### src/rtl/md5_nonce_scheduler.sv
// Nonce-search front end: captures a key byte stream, then offers one padded
// MD5 block (key || decimal nonce || pad || length) per nonce to the engine bank.
module md5_nonce_scheduler #(
  parameter int unsigned BLOCK_WIDTH   = 512,
  parameter int unsigned KEY_MAX_BYTES = 16,
  parameter int unsigned NONCE_DIGITS  = 8,
  parameter int unsigned COUNT_WIDTH   = 32
) (
  input  logic                   clk,
  input  logic                   reset,
  output logic                   key_ready,
  input  logic                   key_valid,
  input  logic [7:0]             key_data,
  input  logic                   key_last,
  input  logic                   md5_block_ready,
  output logic                   md5_block_valid,
  output logic [BLOCK_WIDTH-1:0] md5_block_data,
  input  logic                   match_valid,
  output logic                   busy,
  output logic                   done,
  output logic                   exhausted,
  output logic                   key_overflow,
  output logic [COUNT_WIDTH-1:0] blocks_issued
);

  if (BLOCK_WIDTH != 512) begin : g_bad_block_width
    $error("md5_nonce_scheduler: BLOCK_WIDTH must be 512");
  end
  if (KEY_MAX_BYTES + NONCE_DIGITS > 55) begin : g_bad_msg_len
    $error("md5_nonce_scheduler: KEY_MAX_BYTES+NONCE_DIGITS must be <= 55");
  end

  localparam int unsigned KLW = $clog2(KEY_MAX_BYTES + 1);
  localparam int unsigned KIW = (KEY_MAX_BYTES > 1) ? $clog2(KEY_MAX_BYTES) : 1;
  localparam int unsigned NLW = $clog2(NONCE_DIGITS + 1);
  localparam int unsigned NIW = (NONCE_DIGITS > 1) ? $clog2(NONCE_DIGITS) : 1;
  localparam logic [4*NONCE_DIGITS-1:0] NONCE_ONE = (4*NONCE_DIGITS)'(1);

  typedef enum logic [1:0] {S_IDLE, S_RUN, S_WAIT, S_DONE} state_t;

  state_t                         state, state_nx;
  logic [KEY_MAX_BYTES-1:0][7:0]  key_mem;
  logic [KLW-1:0]                 key_len;
  logic [NONCE_DIGITS-1:0][3:0]   nonce, nonce_inc;
  logic [NLW-1:0]                 nonce_len, nonce_len_inc;
  logic                           exhausted_q, overflow_q;
  logic [COUNT_WIDTH-1:0]         count_q;
  logic                           key_hs, blk_hs, all_nines, is_last;
  logic [BLOCK_WIDTH-1:0]         block;

  assign key_hs = (state == S_IDLE) && key_valid;
  assign blk_hs = (state == S_RUN) && md5_block_ready;

  // BCD ripple increment; all_nines covers only the digits currently in use
  always_comb begin
    logic carry;
    carry     = 1'b1;
    all_nines = 1'b1;
    nonce_inc = nonce;
    for (int unsigned d = 0; d < NONCE_DIGITS; d++) begin
      if (d < 32'(nonce_len) && nonce[d] != 4'd9) all_nines = 1'b0;
      if (carry) begin
        if (nonce[d] == 4'd9) begin
          nonce_inc[d] = 4'd0;
        end else begin
          nonce_inc[d] = nonce[d] + 4'd1;
          carry        = 1'b0;
        end
      end
    end
    nonce_len_inc = all_nines ? nonce_len + NLW'(1) : nonce_len;
    is_last       = all_nines && (nonce_len == NLW'(NONCE_DIGITS));
  end

  always_comb begin
    state_nx = state;
    case (state)
      S_IDLE: if (key_hs && key_last) state_nx = S_RUN;
      S_RUN: begin
        if (match_valid)          state_nx = S_DONE;
        else if (blk_hs && is_last) state_nx = S_WAIT;
      end
      S_WAIT: if (match_valid) state_nx = S_DONE;
      default: state_nx = S_DONE;
    endcase
  end

  // Block assembled purely from registered key/nonce, so data is stable under backpressure
  always_comb begin
    int unsigned kl, nl, pos;
    logic [7:0]  byte_v;
    logic [63:0] bit_len;
    block   = '0;
    kl      = 32'(key_len);
    nl      = 32'(nonce_len);
    bit_len = 64'((kl + nl) << 3);
    for (int unsigned i = 0; i < 56; i++) begin
      byte_v = 8'h00;
      pos    = 0;
      if (i < kl) begin
        byte_v = key_mem[i[KIW-1:0]];
      end else if (i < kl + nl) begin
        pos    = kl + nl - 1 - i;
        byte_v = {4'h3, nonce[pos[NIW-1:0]]};
      end else if (i == kl + nl) begin
        byte_v = 8'h80;
      end
      block[BLOCK_WIDTH-1-8*i -: 8] = byte_v;
    end
    for (int unsigned b = 0; b < 8; b++) begin
      block[BLOCK_WIDTH-1-8*(56+b) -: 8] = bit_len[8*b +: 8];
    end
  end

  always_ff @(posedge clk) begin
    if (reset) begin
      state       <= S_IDLE;
      key_mem     <= '0;
      key_len     <= '0;
      nonce       <= NONCE_ONE;
      nonce_len   <= NLW'(1);
      exhausted_q <= 1'b0;
      overflow_q  <= 1'b0;
      count_q     <= '0;
    end else begin
      state <= state_nx;
      if (key_hs) begin
        if (key_len < KLW'(KEY_MAX_BYTES)) begin
          key_mem[key_len[KIW-1:0]] <= key_data;
          key_len                   <= key_len + KLW'(1);
        end else begin
          overflow_q <= 1'b1;
        end
      end
      if (blk_hs) begin
        if (is_last) begin
          exhausted_q <= 1'b1;
        end else begin
          nonce     <= nonce_inc;
          nonce_len <= nonce_len_inc;
        end
        if (count_q != '1) count_q <= count_q + COUNT_WIDTH'(1);
      end
    end
  end

  assign key_ready       = (state == S_IDLE);
  assign md5_block_valid = (state == S_RUN);
  assign md5_block_data  = (state == S_RUN) ? block : '0;
  assign busy            = (state == S_RUN) || (state == S_WAIT);
  assign done            = (state == S_DONE);
  assign exhausted       = exhausted_q;
  assign key_overflow    = overflow_q;
  assign blocks_issued   = count_q;

endmodule

### config.mk
export PLATFORM = sky130hd
export DESIGN_NAME = md5_nonce_scheduler
export DESIGN_NICKNAME = d
export VERILOG_FILES = /design/src/rtl/md5_nonce_scheduler.sv
export SDC_FILE = /design/constraint.sdc
export NUM_CORES = 1
export LEC_CHECK = 0
export BUFFER_PORTS_ARGS = -buffer_cell sky130_fd_sc_hd__buf_2
export CORE_AREA = 4 4 215 217
export CTS_CLUSTER_DIAMETER = 200
export DETAILED_ROUTE_END_ITERATION = 7
export DIE_AREA = 0 0 219 221
export PLACE_DENSITY = 0.62
export SYNTH_ARGS = -nofsm -noshare
export SYNTH_HDL_FRONTEND = slang
export SYNTH_SLANG_ARGS = --single-unit
### constraint.sdc
create_clock -name clk -period 4 [get_ports clk]
set_input_delay 0.2 -clock clk [delete_from_list [all_inputs] [get_ports clk]]
set_output_delay 0.2 -clock clk [all_outputs]
set_load 0.1 [all_outputs]
==> key figures <==
Status
  • Status: finished clean

Global route
  • Vias in the first global route: about 17000
  • Overflow after GRT: 0
  • Largest net degree at the start of global routing: 95
  • Busiest metal layer after global routing: met2
  • First-pass GRT wire length: about 110000 microns
  • GRT Util Overall: a little under a third
  • GR Layer Usage met3: ~4.2%
  • Initial antenna violation count: 1
  • Grt met1 use: 39.8%
  • Met2 usage: about half

Detailed routing
  • WL/cell: 23.8 microns
  • Avg Vias per Cell: about 5.5
  • DR vias: 18000
  • Detailed Route WL: about 77000 microns
  • Starting DRT DRC Count: 1737
  • Antenna-violating nets left: 0
  • 1st-pass router iterations: 8
  • Residual DRC count: 0

Logic synthesis
  • Count leader, synth: nor2_1
  • #FFs+latches synth: between 200 and 250
  • Warnings from Yosys: 0
  • Ranking of synthesized cells by area: dfxtp_1, nor2_1, mux2i_1, buf_4, a211oi_1
  • Library cells used by synthesis: between 80 and 90
  • FFs w/ async S/R, synth: 0%
  • Post-synth EDFFs: 0
  • Post-synthesis sequential area ratio: between 20% and 30%
  • Synth area leader: dfxtp_1
  • Synth Flop Type: dfxtp_1
  • Mapped cell area: about 0.016 sq mm
  • Cells after Synth: about 2200
  • Yosys top cell area share: 26.3%
  • Avg Synthesized Cell Area: between 7 and 8 sq um
  • Top post-synthesis cells by count: nor2_1, dfxtp_1, mux2i_1, nand2_1, buf_4

Die
  • Starting density of the core: a little over a third
  • Die Y: between 200 and 250 microns
  • Die width: around 220 microns
  • Site Rows: between 70 and 80
  • Die Area: 0.0484 sq mm
  • Core area: about 0.044 sq mm
  • Top Ports: about 560

Setup path
  • Critical path's largest stage delay: ~0.50 ns
  • Critical Path RT: between 3 and 4 ns
  • Setup crit end kind: output port
  • Buf+Inv Stages, Crit Path: 3
  • Worst flop-to-flop path startpoint: key_len[4]
  • Worst path most repeated cell: mux2i_1
  • FF-to-FF path depth: 6
  • Critical Path AT: approximately 3.8 ns
  • R2r setup slk: around 0.66 ns
  • CP Launch Point: nonce_len[0]
  • Worst R2R End: key_mem[58]
  • Crit path max-delay family: adder cells
  • Setup CP Type: flip-flop to output port
  • Worst Setup Start Kind: flip-flop
  • Slowest CP cell: fa_2
  • Crit path max fanout: 17
  • Worst-path cell chain: ha_2 > fa_2 > ha_4 > buf_12 > mux2i_1 > mux2i_1 > mux2i_1 > buf_4 > a211oi_4 > buf_4

STA
  • Tcrit/Tclk final: 99.4%
  • Peak Freq: about 250 MHz
  • Setup Skew: ~0.033 ns
  • Final Max Slew Viols: 0
  • Setup TNS: 0 ns
  • Least-Margin Pin Slew: around 0.95 ns
  • Unrepaired setup endpoints after global routing: true
  • Minimum clock period: around 4 ns
  • Final Hold Viols: 0
  • Setup Viol. Count Final: 0
  • Worst slew margin: ~36%

Finish
  • # fillers: just over 4000
  • FF/Latch Area: between 0.004 and 0.005 sq mm
  • Net count, final: about 2700
  • Multi-input logic area: approximately 0.012 sq mm
  • Layout overhead on the synthesized area: 51.8%
  • Layout cells sized above 1: between 30% and 40%
  • Non-filler instance count after layout: roughly 3300

Clock tree
  • Clock sinks: about 210
  • Max clock buf depth: 3
  • CTS clk-pin slew, worst paths: around 0.060 ns
  • H-tree depth: 1
  • CTS tree: yes
  • Clk_lat worst skew: 0.57 ns
  • Root Buffer: clkbuf_16
  • CTS Buf Count: 26

Placement
  • DPL Wire Length: just under 60000 microns
  • Placed Instances: between 3000 and 4000
  • Port Buffers: 470
  • Placer Congestion: roughly 0.96

Pwr
  • Gate power share: ~42%
  • Sequential power share: a little over a quarter
  • Max VDD drop: roughly 0.29 mV
  • Leakage: roughly 10 nW
  • P_sw: roughly 0.0034 W
  • Pint: approximately 0.0048 W
  • Clock share of power: 31.8%
  • Pwr/cell area: 346 mW/mm^2
  • Sw frac: approximately two fifths

Job
  • Max-capacitance violation count: 0

Worst hold path
  • Worst hold-check path type: input port to flip-flop
  • Hold Crit Start: reset
  • WHS Endpoint: exhausted
  • Hold path depth: 2
## kinds of logic (layout without fill, tap and decap cells)
logic type	after synthesis	after routing	synth area share [%]
XOR/XNOR	49	49	3.06
other	1	94	0.0241
flip-flops	205	205	26.3
AO/OA/AOI/OAI	377	377	15.9
buffers and inverters	320	740	10.8
AND/OR/NAND/NOR	992	992	28.5
multiplexers	189	189	13.5
adder cells (fa/ha/maj)	23	23	1.89
## worst register-to-register path, delay by kind of cell (launching register included)
| kind | cells | cell delay [ns] |
|---|---|---|
| DFF | 1 | 0.46 |
| and+or+nand+nor | 4 | 1.97 |
| muxes | 1 | 0.26 |
| buffers and inverters | 1 | 0.49 |
## sequential cells by signal (all words and copies together) (netlist names)
name,count
exhausted,1
key_mem,128
blocks_issued,32
state,2
key_overflow,1
nonce,32
nonce_len,4
key_len,5
## power groups by stage
stage                     logic (W)  clock network (W)  registers, W
final                       0.00345            0.00260       0.00213
after global routing        0.00357            0.00272       0.00213
after CTS                   0.00329            0.00264       0.00213
after detailed placement    0.00298                  0       0.00217
after global placement      0.00296                  0       0.00217
after floorplan             0.00223                  0       0.00218
## cells in the final DEF (no fill, tap or decap), types with 15 or more instances in the layout
master     instances
o21ai_1           18
nand2_1          148
buf_6             24
ha_1              17
nor2_4            15
clkbuf_16         27
o21ai_2           15
a21boi_1          15
nand3_1           55
nor2b_1           23
xnor2_1           23
nor2_1           471
and3_1            29
mux2i_1          148
buf_2            244
nor3_1            30
clkbuf_4          45
a211oi_4          79
mux2i_2           15
dfxtp_1          202
o21ai_0           63
inv_1             45
xor2_1            19
nand4_1           28
buf_12           105
mux4_2            16
buf_4            214
a21oi_1           63
conb_1            93
nor2_2            76
## layer usage
layer	vias up	share of wire (%)	wire, microns
li1	8148	-	-
met1	8807	41	31600
met2	863	47	36700
met3	180	7.4	5740
met4	2	4.4	3420
met5	-	0.014	11
## through the flow
stage	worst slack [ns]	total power, W	instance area [sq um]	utilization (%)	hold WS [ns]
5_1_grt	-0.0893	0.00842	23700	53.6	0.149
4_1_cts	-0.00352	0.00806	23200	52.5	0.121
2_1_floorplan	-1.05	0.00441	17500	-	0.347
3_5_place_dp	-0.0808	0.00515	21500	48.6	0.442
6_report	0.0255	0.00818	23700	53.6	0.139
3_3_place_gp	0.0457	0.00513	21500	48.6	0.433
## layout make-up
cell class | instances | area share (%)
multi-input combinational | 1723 | 50.9
timing repair buffer | 636 | 23.7
sequential | 205 | 17.4
tap | 592 | 3.13
clock buffer | 32 | 3.06
inverter | 56 | 0.925
clock inverter | 16 | 0.909
antenna | 1 | 0.0106
## how the worst max path moves through the flow
stage,end,slack [ns],depth (start not counted)
3_3_place_gp,md5_block_data[328],0.05,10
6_report,md5_block_data[353],0.03,10
5_1_grt,md5_block_data[385],-0.09,11
3_5_place_dp,md5_block_data[328],-0.08,10
2_1_floorplan,md5_block_data[281],-1.05,10
4_1_cts,md5_block_data[336],-0.004,13
## what timing repair did
action	CTS	global route
cloned	1	0
hold buffers	1	0
hold endpoints to repair	1	0
gates resized for setup	135	136
pin swaps	7	7
setup endpoints to repair	217	220
setup buffers	24	8
(Power assumes the default switching activity.)
